### src/rtl/muldiv_pkg.sv
// Shared types and helpers for the EX-stage mul/div scheduler.
// The MUL_ACCUM_EN macro is consumed by muldiv_sched and muldiv_result_fmt.
package muldiv_pkg;

  localparam int HILO_W = 64;

  typedef enum logic [3:0] {
    NONE  = 4'd0,
    MULT  = 4'd1,
    MULTU = 4'd2,
    DIV   = 4'd3,
    DIVU  = 4'd4,
    MUL   = 4'd5,
    MADD  = 4'd6,
    MADDU = 4'd7,
    MSUB  = 4'd8,
    MSUBU = 4'd9
  } muldiv_op_t;

  typedef enum logic [1:0] {
    IDLE = 2'd0,
    BUSY = 2'd1,
    DONE = 2'd2
  } state_t;

  function automatic logic is_signed(muldiv_op_t o);
    return o inside {MULT, DIV, MADD, MSUB, MUL};
  endfunction

  function automatic logic is_div(muldiv_op_t o);
    return o inside {DIV, DIVU};
  endfunction

  function automatic logic is_accum(muldiv_op_t o);
    return o inside {MADD, MADDU, MSUB, MSUBU};
  endfunction

endpackage

### src/rtl/muldiv_result_fmt.sv
// Formats the captured unit result into HI/LO write data and the MUL GPR word.
// With MUL_ACCUM_EN defined, MADD*/MSUB* fold in the current HI/LO value;
// otherwise no accumulate adder is built and the result passes straight through.
module muldiv_result_fmt
  import muldiv_pkg::*;
(
  input  muldiv_op_t        op,
  input  logic [HILO_W-1:0] res,
  input  logic [HILO_W-1:0] hilo_cur,
  output logic [HILO_W-1:0] hilo_wdata,
  output logic [31:0]       gpr_result
);

  assign gpr_result = res[31:0];

`ifdef MUL_ACCUM_EN
  // Accumulate ops combine the live HI/LO with the product, wrapping at 64 bits.
  always_comb begin
    hilo_wdata = res;
    case (op)
      MADD, MADDU: hilo_wdata = hilo_cur + res;
      MSUB, MSUBU: hilo_wdata = hilo_cur - res;
      default:     hilo_wdata = res;
    endcase
  end
`else
  logic unused_fmt_in;
  assign unused_fmt_in = ^{hilo_cur, op};
  assign hilo_wdata    = res;
`endif

endmodule

### src/rtl/muldiv_sched.sv
// EX-stage controller for the multi-cycle multiplier/divider: accepts one op,
// drives the unit handshake, stalls EX, and issues exactly one HI/LO or GPR write.
// Optional feature macro: MUL_ACCUM_EN (enables MADD/MADDU/MSUB/MSUBU).
module muldiv_sched
  import muldiv_pkg::*;
#(
  parameter int TIMEOUT_CYCLES = 64,
  parameter int CNT_W          = 7
) (
  input  logic              clk,
  input  logic              rst,
  input  logic              op_valid,
  input  muldiv_op_t        op,
  input  logic [31:0]       src_a,
  input  logic [31:0]       src_b,
  input  logic [HILO_W-1:0] hilo_cur,
  input  logic              stallE,
  input  logic              flushE,
  input  logic              flush_exceptionM,
  input  logic              mul_ready,
  input  logic [HILO_W-1:0] mul_result,
  input  logic              div_ready,
  input  logic [HILO_W-1:0] div_result,
  output logic              mul_start,
  output logic              div_start,
  output logic              unit_sign,
  output logic [31:0]       unit_a,
  output logic [31:0]       unit_b,
  output logic              md_stall,
  output logic              hilo_we,
  output logic [HILO_W-1:0] hilo_wdata,
  output logic              gpr_valid,
  output logic [31:0]       gpr_result,
  output logic              timeout_err
);

  state_t            state_q, state_d;
  muldiv_op_t        op_q;
  logic              sign_q, nowr_q;
  logic [31:0]       a_q, b_q;
  logic [HILO_W-1:0] res_q;
  logic [CNT_W-1:0]  cnt_q;

  logic op_ok, accept, div_zero, sel_div, sel_ready, cnt_last, do_write;

`ifdef MUL_ACCUM_EN
  assign op_ok = (op != NONE);
`else
  assign op_ok = (op != NONE) && !is_accum(op);
`endif

  assign accept    = (state_q == IDLE) && op_valid && op_ok && !flushE;
  assign div_zero  = is_div(op) && (src_b == '0);
  assign sel_div   = is_div(op_q);
  assign sel_ready = sel_div ? div_ready : mul_ready;
  assign cnt_last  = (cnt_q == CNT_W'(TIMEOUT_CYCLES - 1));
  // Write only on the cycle DONE is released, unless squashed or div-by-zero.
  assign do_write  = (state_q == DONE) && !stallE && !flushE && !flush_exceptionM && !nowr_q;

  // Next state plus the handshake/stall/abort strobes.
  always_comb begin
    state_d     = state_q;
    md_stall    = 1'b0;
    mul_start   = 1'b0;
    div_start   = 1'b0;
    timeout_err = 1'b0;
    case (state_q)
      IDLE: begin
        if (accept) begin
          md_stall = 1'b1;
          state_d  = div_zero ? DONE : BUSY;
        end
      end
      BUSY: begin
        md_stall  = 1'b1;
        mul_start = !sel_div;
        div_start = sel_div;
        if (flushE)         state_d = IDLE;
        else if (sel_ready) state_d = DONE;
        else if (cnt_last) begin
          timeout_err = 1'b1;
          state_d     = IDLE;
        end
      end
      DONE: begin
        if (flushE || !stallE) state_d = IDLE;
      end
      default: state_d = IDLE;
    endcase
  end

  // State, operand latch, watchdog counter and result capture.
  always_ff @(posedge clk or negedge rst) begin
    if (!rst) begin
      state_q <= IDLE;
      op_q    <= NONE;
      sign_q  <= 1'b0;
      nowr_q  <= 1'b0;
      a_q     <= '0;
      b_q     <= '0;
      res_q   <= '0;
      cnt_q   <= '0;
    end else begin
      state_q <= state_d;
      if (accept) begin
        op_q   <= op;
        a_q    <= src_a;
        b_q    <= src_b;
        sign_q <= is_signed(op);
        nowr_q <= div_zero;
        cnt_q  <= '0;
      end else if (state_q == BUSY) begin
        cnt_q <= cnt_q + CNT_W'(1);
      end
      if (state_q == BUSY && sel_ready && !flushE)
        res_q <= sel_div ? div_result : mul_result;
    end
  end

  assign unit_sign = sign_q;
  assign unit_a    = a_q;
  assign unit_b    = b_q;
  assign hilo_we   = do_write && (op_q != MUL);
  assign gpr_valid = do_write && (op_q == MUL);

  muldiv_result_fmt u_fmt (
    .op         (op_q),
    .res        (res_q),
    .hilo_cur   (hilo_cur),
    .hilo_wdata (hilo_wdata),
    .gpr_result (gpr_result)
  );

endmodule

### config.mk
export PLATFORM = sky130hd
export DESIGN_NAME = muldiv_sched
export DESIGN_NICKNAME = d
export VERILOG_FILES = /design/src/rtl/muldiv_pkg.sv /design/src/rtl/muldiv_result_fmt.sv /design/src/rtl/muldiv_sched.sv
export SDC_FILE = /design/constraint.sdc
export NUM_CORES = 1
export LEC_CHECK = 0
export ABC_AREA = 1
export BUFFER_PORTS_ARGS = -buffer_cell sky130_fd_sc_hd__buf_4
export CORE_AREA = 10 10 159 161
export CTS_CLUSTER_SIZE = 8
export DETAILED_ROUTE_END_ITERATION = 8
export DIE_AREA = 0 0 169 171
export GPL_TIMING_DRIVEN = 0
export SYNTH_ARGS = -nofsm -noshare
export SYNTH_HDL_FRONTEND = slang
export SYNTH_SLANG_ARGS = --single-unit
### constraint.sdc
create_clock -name clk -period 1.76 [get_ports clk]
set_clock_uncertainty 0.1 [all_clocks]
set_input_delay 0.176 -clock clk [delete_from_list [all_inputs] [get_ports clk]]
set_output_delay 0.176 -clock clk [all_outputs]
set_load 0.05 [all_outputs]
==> results.md, run 1 <==
- Synth Area in XOR/XNOR: 0.126%
- Worst setup EP type: output port
- CP Launch Point: op_q[1]
- Leakage power: 7.09 nW
- Drt drc: 0
- Synth Area in Adders: 0.180%
- Setup slack, reg-to-reg: -0.04 ns
- Synthesized cell area: 6960 sq um
- Num ports: 435
- TritonCTS clock tree: built
- Avg Synthesized Cell Area: 8.02 sq um
- Vias in the first global route: 8353
- Largest delay share family, worst path: simple AND/OR/NAND/NOR gates
- Multiplexer area fraction after synthesis: 0%
- Via Count: 7829
- Port Buffers: 370
- Path depth of the worst reg2reg path: 11
- CTS max path bufs: 2
- Synthesized flop and latch total: 143
- Most frequent cells after synthesis: 420 x nand2_1, 143 x dfrtp_1, 85 x inv_1
- Cell Area, Placed: 10100 sq um
- Synth Area in Compound Gates: 8.81%
- Slowest CP cell: dfrtp_1
- H-tree depth: 4
- RePlAce Congestion: 0.824
- Worst-Margin Slew: 0.630 ns
- Area share of and/or/nand/nor cells after synthesis: 26.9%
- Num CTS Buffers: 17
- F_max: 0.489 GHz
- Core Rows: 55
- Final Hold Vio Count: 0
- Synth top area cells: dfrtp_1 51%, nand2_1 23%, o211ai_1 5.8%
- CP max FO: 3
- Mapped Cells: 868
- Ys flop type: dfrtp_1
- Reg2reg start: op_q[1]
- Synth warn: 0
- Root Driver: clkbuf_16
- CTS clk-pin slew, worst paths: 0.07 ns
- Initial core utilization: 31.3%
- Max Slew Vio Count: 0
- Final Cell Area: 13100 sq um
- Initial antenna violation count: 1
- Sink Count: 143
- Largest family of logic cells by synthesized area: simple AND/OR/NAND/NOR gates
- Nets: 1735
- Die Width: 169 um
- Net Switching: 10.3 mW
- Crit share post-route: 116%
- Largest net degree at the start of global routing: 83
- Sequential fraction of the synthesis area: 51.4%
- Buffers & Inverters on Critical Path: 1
- CP Cell Sequence: nor2_4 -> nand2_4 -> nand3_4 -> nand2_4 -> nor4_4 -> buf_6
- Rel. slew slack: 58.0%
- Worst EP required: 1.48 ns
- Inst Count DP: 1524
- Total grt overflow: 0
- Filler cells: 1943
- P_int: 10.4 mW
- Switching Share: 49.9%
- Kind of critical path: register to output port
- Hold Crit Endpoint: res_q[23]
- Fin crit period: 2.04 ns
- Async SR Flop Fraction: 100%
- Syn Nets: 1137
- Drt wl/cell: 16.9 um
- Most frequent CP cell: nand2_4
- Synth top area share: 51.4%
- Hold path startpoint: div_result[23]
- Place WS: -0.102 ns
- Chip height: 171 um
- Final setup margin: -0.285 ns
- Pwr Density: 1580 nW/um^2
- Total GRT Usage: 19.8%
- Initial DRC Count: 431
- Seq pwr share: 25.5%
- CP peak stage delay: 0.42 ns
- RR Endpoint: res_q[40]
- Core area: 22200 sq um
- Hold-critical path depth: 5
- Status: complete, but fails checks
- Most frequent cell after synthesis: nand2_1
- Clock power share: 17.9%
- Remaining antenna violation count: 0
- Hold WS: 0.00411 ns
- Clock latency at the later pin of the worst-skew pair: 0.42 ns
- Synth cell types: 30
- Failing checks: negative setup slack
- RSZ-0062 raised after global routing: true
- Post-synth top area cell: dfrtp_1
- Combinational share of power: 56.6%
- Data arrival, critical path: 1.77 ns
- Final WL: 29900 um
- DR vias/cell: 4.43
- Peak supply drop: 704 uV
- HP Class: input pin to register
- Post-synth EDFFs: 0
- Full die area: 28900 sq um
- Detailed Place HPWL: 21100 um
- Layout area overhead: 88.4%
- Final core occ: 59.0%
- Startpoint types: register
- Max_cap viols: 0
- Endpoints failing setup: 49
- Share of layout cells above drive strength 1: 36.4%
- Global-route wire length before repair: 45500 um
- 1st-pass router iterations: 5
- Final cell count without fillers: 1767
==> worst register-to-register path: stages, from the launching register on <==
cell and delay, ns:
dfrtp_1 0.42, nor2_4 0.17, nand2_4 0.09, nand2_4 0.09
nand2_4 0.05, nand2_4 0.09, buf_4 0.14, nand2_8 0.08
buf_12 0.18, buf_6 0.14, nand2_1 0.07, nand2_1 0.07
==> logic make-up after synthesis <==
family          count (synthesis)
fa+ha+maj                       1
simple gates                  482
buf+inv                       162
xor+xnor                        1
compound gates                 79
flops                         143
==> registers in the layout, indices dropped and copies added (netlist names) <==
signal and cells:
state_q 2, op_q 4, nowr_q 1, unit_b 32, unit_sign 1, cnt_q 7, unit_a 32, res_q 64
==> how the worst max path moves through the flow <==
stage	to	depth (start not counted)
after global routing	timeout_err	6
final	timeout_err	6
after floorplan	div_start	3
after global placement	res_q[49]	1
after CTS	timeout_err	6
after detailed placement	res_q[51]	8
==> layout make-up <==
class | count | area (sq um) | area share, %
well taps | 285 | 357 | 2.72
repair buffers | 578 | 4890 | 37.3
diodes | 3 | 7.51 | 0.0573
multi-input cells | 563 | 2630 | 20.0
clock inverters | 15 | 175 | 1.34
plain buffers | 74 | 698 | 5.33
repair inverters | 1 | 8.76 | 0.0668
inverters | 88 | 343 | 2.62
clock buffers | 17 | 425 | 3.25
flip-flops and latches | 143 | 3580 | 27.3
==> cell usage in the layout, fill, tap and decap left out, types with 3 or more instances in the layout <==
master | Yosys | routed
dfrtp_1 | 143 | 143
inv_1 | 85 | 81
inv_6 | 1 | 4
nor2_2 | 3 | 4
nor2_4 | 0 | 3
dlygate4sd3_1 | 0 | 186
o211ai_1 | 54 | 54
buf_6 | 11 | 26
clkbuf_16 | 0 | 18
buf_8 | 0 | 6
a21oi_1 | 7 | 7
nor2_1 | 37 | 33
buf_2 | 22 | 3
nand2_4 | 1 | 6
buf_4 | 36 | 420
diode_2 | 0 | 3
o211ai_2 | 10 | 10
nand3_1 | 6 | 4
buf_12 | 1 | 5
inv_8 | 0 | 5
inv_2 | 2 | 6
nand2_1 | 420 | 415
clkbuf_2 | 0 | 3
nand4_1 | 3 | 3
o21ai_0 | 5 | 5
clkinv_8 | 0 | 3
==> metrics by stage <==
| step | total power, mW | TNS [ns] |
|---|---|---|
| after CTS | 20.4 | -0.703 |
| after detailed placement | 16.2 | -1.26 |
| final | 20.7 | -1.05 |
| after floorplan | 12.5 | 0 |
| after global placement | 16.1 | -52.09 |
| after global routing | 21.8 | -6.96 |
==> power by group through the flow <==
stage               logic, mW  clock network, mW  registers, mW
finish                   11.7               3.71           5.29
global route             12.4               3.96           5.43
CTS                      11.4               3.79           5.27
detailed placement       10.9                  0           5.31
global placement         10.9                  0           5.29
floorplan                3.43                  0           9.05
==> metal layers <==
metal | part of all wire, % | GRT usage (%) | up-vias | routed length, um
li1 | - | - | 3860 | -
met1 | 40 | 22.4 | 3617 | 11800
met2 | 50 | 33.7 | 304 | 14900
met3 | 8.5 | 7.27 | 48 | 2550
met4 | 2.3 | 6.60 | 0 | 696
met5 | 0 | 0 | - | 0
==> timing repair <==
item,in CTS,in global routing
hold buffers,186,0
hold endpoints to repair,194,0
cloned,0,2
buffers inserted,4,16
setup endpoints to repair,60,136
pin swaps,5,16
resized for setup,24,85
No activity file was read; power rests on OpenSTA's default activity.
==> run 2: changes to the inputs <==
--- a/config.mk
+++ b/config.mk
@@ -12,6 +12,7 @@
 export DETAILED_ROUTE_END_ITERATION = 8
 export DIE_AREA = 0 0 169 171
 export GPL_TIMING_DRIVEN = 0
+export REMOVE_ABC_BUFFERS = 1
 export SYNTH_ARGS = -nofsm -noshare
 export SYNTH_HDL_FRONTEND = slang
 export SYNTH_SLANG_ARGS = --single-unit
==> run 2 against run 1 <==
Effect of this change:
- the flow finishes with violations (negative hold slack, negative setup slack)
- hold slack lost 0.011 ns
- setup slack better by 0.039 ns
- clock power is 5.9% higher
- global-route usage increased by 1.8 points
- cell count shrank 2.2%
- maximum frequency up 1.9%
- design area rose by 1.3%
- die area unchanged
==> results.md, run 2 (synthesized netlist as in run 1, its figures left out) <==
- Status: complete, but fails checks
- Failing checks: negative hold slack, negative setup slack
- Max_cap viols: 0
- Total grt overflow: 0
- Chip height: 171 um
- Worst EP required: 1.48 ns
- H-tree depth: 4
- Leading cell type in the layout, fill and taps excluded: nand2_1
- Final Cell Area: 13300 sq um
- Startpoint types: register
- Endpoints failing setup: 61
- Final WL: 34100 um
- RePlAce Congestion: 0.823
- Final cell count without fillers: 1728
- Most frequent cells in the layout: 403 x nand2_1, 376 x buf_4, 191 x dlygate4sd3_1
- CTS clk-pin slew, worst paths: 0.07 ns
- Die Width: 169 um
- Kind of critical path: register to output port
- Drt drc: 0
- Initial antenna violation count: 0
- Largest register FFs: 64
- Layout area overhead: 90.8%
- Initial core utilization: 31.3%
- Hold WS: -0.00734 ns
- Largest net degree at the start of global routing: 73
- Rel. slew slack: 50.4%
- Pwr Density: 1580 nW/um^2
- Max Slew Vio Count: 0
- Drt wl/cell: 19.7 um
- Peak supply drop: 1360 uV
- F_max: 0.498 GHz
- 1st-pass router iterations: 5
- Largest delay share family, worst path: simple AND/OR/NAND/NOR gates
- Slowest CP cell: dfrtp_1
- TritonCTS clock tree: built
- Fin crit period: 2.01 ns
- Global-route wire length before repair: 48700 um
- Worst setup EP type: output port
- Crit share post-route: 114%
- Total GRT Usage: 21.6%
- Cell Area, Placed: 9640 sq um
- Port Buffers: 370
- Via Count: 8052
- HP Class: input pin to register
- Initial DRC Count: 456
- Full die area: 28900 sq um
- Buffers & Inverters on Critical Path: 1
- Core Rows: 55
- Nets: 1700
- CP max FO: 4
- Data arrival, critical path: 1.73 ns
- Sink Count: 143
- Leakage power: 7.00 nW
- Clock latency at the later pin of the worst-skew pair: 0.42 ns
- Worst-Margin Slew: 0.744 ns
- CP Cell Sequence: nor2_2 -> nand2_4 -> nand3_4 -> nand2_8 -> nor4_4 -> buf_6
- Num ports: 435
- Core area: 22200 sq um
- Final Power: 20.9 mW
- Final Hold Vio Count: 1
- Top reg by flops: res_q
- RSZ-0062 raised after global routing: true
- Share of layout cells above drive strength 1: 35.7%
- Root Driver: clkbuf_16
- Final setup margin: -0.246 ns
- Remaining antenna violation count: 0
- DR vias/cell: 4.66
- Inst Count DP: 1452
- CP peak stage delay: 0.44 ns
- Vias in the first global route: 8441
- Num CTS Buffers: 17
- CTS max path bufs: 2
- Detailed Place HPWL: 18900 um
- # diodes: 0
-- run 2: cell types whose count changed in the layout (fill, tap and decap cells not counted), moves of 4 or more --
cell           delta
buf_4            -44
nand2_1          -12
buf_6            -11
nand2_2           +9
nand2_8           +6
dlygate4sd3_1     +5
buf_16            +4
clkbuf_16         +4
clkinvlp_4        +4
-- run 2: stage by stage --
| stage | hold WS, ns | worst slack, ns | util (%) | TNS, ns |
|---|---|---|---|---|
| floorplan | -0.220 | -1.84 | - | -159.13 |
| global placement | 0.271 | -2.70 | 43.0 | -391.45 |
| detailed placement | 0.155 | -1.39 | 43.4 | -156.22 |
| CTS | 0.00456 | -0.240 | 57.6 | -0.496 |
| global route | 0.0328 | -0.365 | 59.7 | -8.60 |
| finish | -0.00734 | -0.246 | 59.7 | -2.50 |
-- run 2: final cells by class --
cell class | count | area [sq um]
inverter | 88 | 373
timing repair buffer | 603 | 5380
clock buffer | 19 | 443
tap | 285 | 357
clock inverter | 12 | 184
multi-input combinational | 571 | 2860
sequential | 143 | 3580
fill | 1852 | 8950
timing repair inverter | 7 | 101
-- run 2: tightest hold or removal path: stages --
cell and delay [ns]:
buf_4 0.13, o2111ai_1 0.12, nand2_1 0.05
-- run 2: final timing paths --
path	cells after the start	endpoint	startpoint	slack [ns]
worst max-delay path	6	timeout_err	op_q[3]	-0.25
worst min-delay path	3	unit_sign	op[0]	-0.007
min in group asynchronous	2	unit_b[4]	rst	0.25
max in group asynchronous	3	res_q[27]	rst	0.49
worst min register to register	1	cnt_q[6]	cnt_q[6]	0.38
worst max register to register	10	res_q[27]	op_q[3]	-0.10
-- run 2: where the power goes --
group          internal [mW]  switching (mW)
Sequential              4.45           0.910
Clock                   2.42            1.52
Combinational           3.63            8.01
Total                   10.5            10.4
-- run 2: what timing repair did --
action,CTS,global route
endpoints found under the hold margin,205,0
pin swaps,14,19
resized for setup,53,63
hold buffers,192,0
buffers inserted,19,11
endpoints found under the setup margin,143,140
gates cloned,15,10
-- run 2: metal layers --
layer	up-vias	track usage [%]	part of all wire, %
met5	-	0	0
met4	0	6.72	2.2
met3	51	7.75	9.0
met2	374	37.6	51
met1	3844	24.2	38
li1	3783	-	-
